<file path="config.mk">
export PLATFORM = sky130hd
export DESIGN_NAME = hazard_ctrl
export DESIGN_NICKNAME = d
export VERILOG_FILES = /design/src/rtl/hazard_ctrl.sv
export SDC_FILE = /design/constraint.sdc
export NUM_CORES = 1
export LEC_CHECK = 0
export CAP_MARGIN = 5
export CORE_MARGIN = 1
export CORE_UTILIZATION = 19
export DETAILED_ROUTE_END_ITERATION = 8
export PLACE_DENSITY_LB_ADDON = 0.25
export SLEW_MARGIN = 20
export SYNTH_ARGS = -nofsm -noshare
export SYNTH_HDL_FRONTEND = slang
export SYNTH_SLANG_ARGS = --single-unit
</file>
<file path="constraint.sdc">
create_clock -name clock -period 2.35 [get_ports clock]
set_clock_uncertainty 0.15 [all_clocks]
set_input_delay 0.47 -clock clock [delete_from_list [all_inputs] [get_ports clock]]
set_output_delay 0.47 -clock clock [all_outputs]
set_load 0.05 [all_outputs]
</file>
<file path="src/rtl/hazard_ctrl.sv">
// ----------------------------------------------------------------------------
// hazard_ctrl
//
// Pipeline hazard and stall controller for the five-stage core. It drives the
// write enables and nop-insert controls of the FD, DX and XM latches so that
// the forwarding unit downstream only ever sees instruction pairs it can
// resolve. It handles three hazards:
//   * load-use stalls (one-cycle bubble into DX)
//   * taken-branch flushes (nop into FD and DX)
//   * multicycle mul/div: a small FSM launches the multdiv unit and freezes
//     the front of the pipeline until the result returns.
//
// Optional build macro:
//   HAZARD_MD_WATCHDOG_EN - adds a 6-bit watchdog that forces completion of a
//                           mul/div after MD_TIMEOUT cycles in MD_WAIT and
//                           pulses md_timeout. Undefined: MD_WAIT waits
//                           forever and md_timeout is tied low.
//
// Ports:
//   clock          in   pipeline clock, rising edge
//   reset          in   asynchronous, active-low reset
//   fd_inst[31:0]  in   instruction held in the FD latch
//   dx_inst[31:0]  in   instruction held in the DX latch
//   branch_taken   in   X-stage redirect resolved taken
//   md_ready       in   multdiv result valid
//   pc_en, fd_en, dx_en, xm_en  out  latch write enables
//   fd_flush       out  load nop into FD
//   dx_bubble      out  load nop into DX
//   xm_bubble      out  load nop into XM
//   md_start_mult  out  one-cycle multiply launch pulse
//   md_start_div   out  one-cycle divide launch pulse
//   md_result_sel  out  XM O-register takes the multdiv result
//   md_busy        out  FSM not IDLE
//   md_timeout     out  watchdog forced completion (one cycle, in MD_DONE)
// ----------------------------------------------------------------------------
module hazard_ctrl #(
  parameter logic [5:0] MD_TIMEOUT = 6'd40
) (
  input  logic        clock,
  input  logic        reset,
  input  logic [31:0] fd_inst,
  input  logic [31:0] dx_inst,
  input  logic        branch_taken,
  input  logic        md_ready,
  output logic        pc_en,
  output logic        fd_en,
  output logic        dx_en,
  output logic        xm_en,
  output logic        fd_flush,
  output logic        dx_bubble,
  output logic        xm_bubble,
  output logic        md_start_mult,
  output logic        md_start_div,
  output logic        md_result_sel,
  output logic        md_busy,
  output logic        md_timeout
);

  typedef enum logic [1:0] {
    IDLE    = 2'd0,
    MD_WAIT = 2'd1,
    MD_DONE = 2'd2
  } mdState_t;

  // Opcodes (inst[31:27]) and R-type ALU ops (inst[6:2])
  localparam logic [4:0] OP_RTYPE = 5'b00000;
  localparam logic [4:0] OP_J     = 5'b00001;
  localparam logic [4:0] OP_BNE   = 5'b00010;
  localparam logic [4:0] OP_JAL   = 5'b00011;
  localparam logic [4:0] OP_JR    = 5'b00100;
  localparam logic [4:0] OP_BLT   = 5'b00110;
  localparam logic [4:0] OP_LW    = 5'b01000;
  localparam logic [4:0] OP_SETX  = 5'b10101;
  localparam logic [4:0] OP_BEX   = 5'b10110;
  localparam logic [4:0] ALU_MUL  = 5'b00110;
  localparam logic [4:0] ALU_DIV  = 5'b00111;

  mdState_t stateReg, stateNext;

  // --------------------------------------------------------------------------
  // Decode
  // --------------------------------------------------------------------------
  logic [4:0] dxOp, dxRd, dxAluOp;
  logic [4:0] fdOp, fdRd, fdRs, fdRt;
  logic       dxIsMul, dxIsDiv, dxIsLw;
  logic       fdReadsRs, fdReadsRt, fdReadsRd;
  logic       loadUse;

  assign dxOp    = dx_inst[31:27];
  assign dxRd    = dx_inst[26:22];
  assign dxAluOp = dx_inst[6:2];
  assign fdOp    = fd_inst[31:27];
  assign fdRd    = fd_inst[26:22];
  assign fdRs    = fd_inst[21:17];
  assign fdRt    = fd_inst[16:12];

  assign dxIsMul = (dxOp == OP_RTYPE) && (dxAluOp == ALU_MUL);
  assign dxIsDiv = (dxOp == OP_RTYPE) && (dxAluOp == ALU_DIV);
  assign dxIsLw  = (dxOp == OP_LW);

  // Which source fields the FD instruction actually reads. sw reads its rd
  // too, but only as store data, which the memory-data bypass already covers,
  // so sw only counts through rs here.
  assign fdReadsRs = !((fdOp == OP_J) || (fdOp == OP_JAL) ||
                       (fdOp == OP_SETX) || (fdOp == OP_BEX));
  assign fdReadsRt = (fdOp == OP_RTYPE);
  assign fdReadsRd = (fdOp == OP_BNE) || (fdOp == OP_BLT) || (fdOp == OP_JR);

  assign loadUse = dxIsLw && (dxRd != 5'd0) &&
                   ((fdReadsRs && (fdRs == dxRd)) ||
                    (fdReadsRt && (fdRt == dxRd)) ||
                    (fdReadsRd && (fdRd == dxRd)));

  // --------------------------------------------------------------------------
  // Watchdog counter (optional)
  // --------------------------------------------------------------------------
`ifdef HAZARD_MD_WATCHDOG_EN
  logic [5:0] wdCountReg;

  // Cleared on entry to MD_WAIT, counts every MD_WAIT cycle without md_ready.
  // It holds on a genuine md_ready exit, so reaching MD_TIMEOUT in MD_DONE
  // can only mean the watchdog forced the completion.
  always_ff @(posedge clock or negedge reset) begin
    if (!reset) begin
      wdCountReg <= 6'd0;
    end else if ((stateReg == IDLE) && (stateNext == MD_WAIT)) begin
      wdCountReg <= 6'd0;
    end else if ((stateReg == MD_WAIT) && !md_ready) begin
      wdCountReg <= wdCountReg + 6'd1;
    end
  end
`else
  logic unusedTimeout;
  assign unusedTimeout = ^MD_TIMEOUT;
`endif

  // Instruction fields this block never looks at.
  logic unusedBits;
  assign unusedBits = ^{fd_inst[11:0], dx_inst[21:7], dx_inst[1:0]};

  // --------------------------------------------------------------------------
  // State register
  // --------------------------------------------------------------------------
  always_ff @(posedge clock or negedge reset) begin
    if (!reset) begin
      stateReg <= IDLE;
    end else begin
      stateReg <= stateNext;
    end
  end

  // --------------------------------------------------------------------------
  // Next state and outputs
  // --------------------------------------------------------------------------
  always_comb begin
    stateNext     = stateReg;
    pc_en         = 1'b1;
    fd_en         = 1'b1;
    dx_en         = 1'b1;
    xm_en         = 1'b1;
    fd_flush      = 1'b0;
    dx_bubble     = 1'b0;
    xm_bubble     = 1'b0;
    md_start_mult = 1'b0;
    md_start_div  = 1'b0;
    md_result_sel = 1'b0;
    md_timeout    = 1'b0;

    // While reset is held low the outputs stay at their reset values even if
    // a mul/div sits in DX, so no launch pulse leaks out during reset.
    if (!reset) begin
      stateNext = IDLE;
    end else begin
      unique case (stateReg)
        IDLE: begin
          if (dxIsMul || dxIsDiv) begin
            md_start_mult = dxIsMul;
            md_start_div  = dxIsDiv;
            pc_en         = 1'b0;
            fd_en         = 1'b0;
            dx_en         = 1'b0;
            xm_bubble     = 1'b1;
            stateNext     = MD_WAIT;
          end else if (branch_taken) begin
            fd_flush  = 1'b1;
            dx_bubble = 1'b1;
          end else if (loadUse) begin
            pc_en     = 1'b0;
            fd_en     = 1'b0;
            dx_bubble = 1'b1;
          end
        end

        MD_WAIT: begin
          pc_en     = 1'b0;
          fd_en     = 1'b0;
          dx_en     = 1'b0;
          xm_bubble = 1'b1;
          if (md_ready) begin
            stateNext = MD_DONE;
          end
`ifdef HAZARD_MD_WATCHDOG_EN
          // Counter reads MD_TIMEOUT-1 during the MD_TIMEOUT-th wait cycle.
          else if (wdCountReg == (MD_TIMEOUT - 6'd1)) begin
            stateNext = MD_DONE;
          end
`endif
        end

        MD_DONE: begin
          // DX still holds the mul/div here; returning to IDLE unconditionally
          // keeps it from being relaunched while its successor loads.
          md_result_sel = 1'b1;
          stateNext     = IDLE;
`ifdef HAZARD_MD_WATCHDOG_EN
          md_timeout    = (wdCountReg == MD_TIMEOUT);
`endif
        end

        default: begin
          stateNext = IDLE;
        end
      endcase
    end
  end

  assign md_busy = (stateReg != IDLE);

endmodule
</file>
After elaboration in Yosys (flattened, before gate mapping) --
Index checks and enable logic that the tools add are counted.
Cells by class: bitwise gates (word level) 0, magnitude comparators 0, reduce and logical (&&, ||, !) cells 22, eq/ne operators 17, muxes and demuxes 32, multipliers 0, divide/modulo/power cells 0, add/sub/neg operators 0, shifts and indexed selects 0
Operators by type and width (number):
- $mux W1 | 25
- $eq A5 B3 Y1 const B | 4
- $eq A5 B5 Y1 | 3
- $eq A5 B2 Y1 const B | 2
- $eq A5 B5 Y1 const B | 2
- $logic_not A5 Y1 | 2
- $logic_or A1 B1 Y1 | 8
- $logic_and A1 B1 Y1 | 7
- $mux W2 | 3
- $ne A3 B3 Y1 const B | 2
- $pmux W1 S2 | 3
- $eq A5 B1 Y1 const B | 1
- $eq A5 B4 Y1 const B | 1
- $reduce_bool A5 Y1 | 1
- $pmux W2 S2 | 1
- $eq A2 B1 Y1 const B | 1
- $eq A2 B2 Y1 const B | 1
- $logic_not A2 Y1 | 1
- $reduce_and A2 Y1 | 1
- $reduce_bool A2 Y1 | 1
- $logic_not A1 Y1 | 1
Storage, ports and cells: flip-flop bits (word level) 2, output and inout port bits 12, input port bits 68, memory bits (writable) 0, bits in latches 0, ROM bits 0, memories 0, word-level logic and storage cells 72

Depth between registers and ports, before layout --
depth after elaboration 14, mapped depth 6, mapped depth without buffers 5

Worst setup path after synthesis --
Ideal clock, no wire load.
kind input -> output, start point input port dx_inst[6], end point output port pc_en, required time 1.730 ns, path buffers 1, slack -1.113 ns, arrival time 2.843 ns, cell stages on the path 6, cells stage by stage nand4bb_1 > nor3_1 > o21ai_0 > o21ai_1 > o21ba_1 > buf_4
Between the ends: word-level cells in the longest chain between the ends 6, elaborated cells on any way between the ends 8, classes of those cells eq/ne: 2; mux: 3; reduce/logical: 3
RTL lines:
- start, declared | line 42 | input logic [31:0] dx_inst,
- $eq A5 B3 Y1, on equally long branches | line 97, 98
- $logic_and A1 B1 Y1, on equally long branches | line 97, 98
- $logic_or A1 B1 Y1 (*) | line 176 | if (dxIsMul || dxIsDiv) begin
- $mux W1 (*)
- $pmux W1 S2 (*)
- $mux W1 (*)
- end, declared | line 45 | output logic pc_en,
Every way passes the cells marked *; elsewhere a longest branch is shown, timed or not.

Worst setup path after layout --
start point input port dx_inst[31], end point output port fd_en
Between the ends: word-level cells in the longest chain between the ends 8, elaborated cells on any way between the ends 12, classes of those cells eq/ne: 1; mux: 5; reduce/logical: 6
RTL lines:
- $eq A5 B4 Y1 | line 99 | assign dxIsLw = (dxOp == OP_LW);
- $logic_and A1 B1 Y1 (2 in a row) | line 109 | assign loadUse = dxIsLw && (dxRd != 5'd0) &&
- $mux W1 | line 187 | end else if (loadUse) begin
- $mux W1 | line 184 | end else if (branch_taken) begin
- $mux W1 (*) | line 176
- $pmux W1 S2 (*) | line 174 | unique case (stateReg)
- $mux W1 (*) | line 171 | if (!reset) begin
- end, declared | line 46 | output logic fd_en,
Marks and branches as above.

==> flow_summary.toml <==
[outcome]
status = "finished, violations left"
violations = "negative setup slack"

[finish]
fin_nets = 198
final_area_um2 = 1290
top_register = "stateReg"
layout_commonest_cell = "clkdlybuf4s50_1"
insertedDiodeCount = 0
reg_top3 = "stateReg x2"
layout.cells.non_filler = 156
num-fill-cells = 221
final_cell_mix = "clkdlybuf4s50_1 (29), buf_4 (14), xnor2_1 (9), xor2_1 (6)"
areaGrowthSynthToFinish_pct = 180
layout-drive-gt1-share_pct = 40.6
largest_reg_flops = 2

[flow_run]
drv_cap = 0

[floorplanning]
rows = 17
die-height_um = 51.3
coreArea_um2 = 2250
dieArea_um2 = 2630
die_w_um = 51.3
io_pins = 80
start_util_pct = 20.5

[global_routing]
antenna_found_initial = 0
grt_pass1_wl_mm = 2.95
gr-total-overflow = 0
grt_pass1_vias = 728
grt_max_degree = 8
track_usage_pct = 15.2

[setup_path]
r2r_setup_slack_ns = 1.00
r2r-end = "stateReg[0]"
cp_max_fo = 2
crit_path_end_kind = "output port"
rr_worst_depth = 6
cp-start-kind = "primary input"
crit_required_ns = 1.73
r2r_start = "stateReg[1]"
crit_type = "primary input to output port"
arrival_ns = 2.13

[timing]
setup_viol_count_final = 8
fin_crit_sh_pct = 117
worst_slew_pin_slew_ns = 0.502
rsz0062_at_grt = "true"
setup_slack_ns = -0.399
tns_ns = -1.81
relSlewSlack_pct = 66.5
min_period_ns = 2.75
max_freq_mhz = 364
hold_viol = 0
slew_viol_final = 0

[cts]
numCtsBuffers = 3
clock_tree.root_cell = "clkbuf_4"
cts_sinks = 2
clkTransAtPathRegs_ns = 0.03
clock_latency_ns = 0.22
cts_tree = "done"
cts.path.max_buffers = 2
htree_levels = 1

[synth]
synth_seq_cells = 2
synth.distinct_cells = 25
postSynthCellCount = 64
ys_warn_count = 0
syn_area_per_cell_um2 = 7.21
mappedNetlistArea_um2 = 462
ys_seq_area_share_pct = 10.8
synth_nets = 132

[placed_design]
dp_hpwl_mm = 1.47
place_inst = 150
portBuffers = 48
dpl_cell_area_um2 = 1130
pre_cts_ws_ns = -0.748
place_congestion = 0.687

[routing]
drc = 0
via_per_inst = 4.46
drt_iter0_drc = 2
dr_total_vias = 695
dr.pass1.iters = 3
drtAntennaViolNets = 0
wirelength_mm = 1.77
avgRoutedWirePerCell_um = 11.3

[pwr]
p_per_area_nw_per_um2 = 212
vdd_drop_max_uv = 128
p_leak_nw = 0.585

[min_path]
hold_class = "primary input to asynchronous set/reset pin"
## logic make-up after synthesis
kind of cell           count (synthesis)  share of synthesized area [%]
other                                  2                           1.63
flip-flops                             2                           10.8
AND/OR/NAND/NOR                       32                           41.5
AO/OA/AOI/OAI                          6                           8.40
buffers and inverters                  6                           7.32
XOR/XNOR                              16                           30.4
## final cells by class
class | count | area (um^2) | area share, %
Multi-Input combinational cell | 56 | 497 | 38.4
Tap cell | 28 | 35.0 | 2.71
Sequential cell | 2 | 50.0 | 3.87
Timing Repair Buffer | 64 | 678 | 52.4
Clock buffer | 3 | 22.5 | 1.74
Inverter | 3 | 11.3 | 0.870
## power breakdown
part / switching, mW / total (mW) / leakage, nW / internal [mW]
combinational: 0.0639 / 0.163 / 0.543 / 0.0993
clock: 0.0194 / 0.0757 / 0.0138 / 0.0563
sequential: 0.0000549 / 0.0348 / 0.0280 / 0.0347
total: 0.0834 / 0.274 / 0.585 / 0.190
## cells in the mapped netlist
library cell  count  area [um^2]
a211o_1           1         8.76
and2_1            1         6.26
and3_1            2         12.5
buf_4             3         22.5
conb_1            2         7.51
dfrtp_1           2         50.1
inv_1             3         11.3
nand2_1           3         11.3
nand2b_1          1         6.26
nand4_1           3         18.8
nand4b_1          1         8.76
nand4bb_1         1         11.3
nor2_1            7         26.3
nor2b_1           1         6.26
nor3_1            3         15.0
nor4_1            2         12.5
nor4b_1           3         26.3
o21ai_0           3         15.0
o21ai_1           1         5.00
o21ba_1           1         10.0
or2_2             1         6.26
or3_1             2         12.5
or4_4             1         11.3
xnor2_1          10         87.6
xor2_1            6         52.6
## worst max-delay path by stage
stage,startpoint,end,slack [ns],cells after the start
floorplan,dx_inst[31],pc_en,-0.35,6
global placement,dx_inst[31],pc_en,-0.74,7
detailed placement,dx_inst[31],fd_en,-0.75,7
CTS,dx_inst[29],pc_en,-0.51,7
global route,dx_inst[31],pc_en,-0.48,7
finish,dx_inst[31],fd_en,-0.40,7
## per-layer routing
| metal | global-route usage (%) | vias up | wire [um] |
|---|---|---|---|
| li1 | - | 349 | - |
| met1 | 15.7 | 320 | 658 |
| met2 | 28.7 | 22 | 1010 |
| met3 | 1.79 | 4 | 58 |
| met4 | 9.01 | 0 | 41 |
| met5 | 0 | - | 0 |
## metrics by stage
stage                     utilization (%)  total power, mW  hold WS (ns)
after floorplan                         -           0.0883        0.0244
after global placement               50.1            0.184         0.465
after detailed placement             50.1            0.186         0.472
after CTS                            52.6            0.265         0.393
after global routing                 57.4            0.295         0.397
final                                57.4            0.274         0.394
## worst max-delay path, stage by stage
cell,delay [ns]
clkbuf_2,0.08
or4_4,0.52
a211o_1,0.27
or3_4,0.35
o21ai_2,0.11
o21ba_4,0.18
buf_8,0.15
## repair_timing
| item | 4_1_cts | 5_1_grt |
|---|---|---|
| endpoints found under the setup margin | 8 | 9 |
| hold buffers | 0 | 0 |
| buffers inserted | 0 | 3 |
| pin swaps | 5 | 10 |
| resized for setup | 25 | 19 |
(Power assumes the default switching activity.)
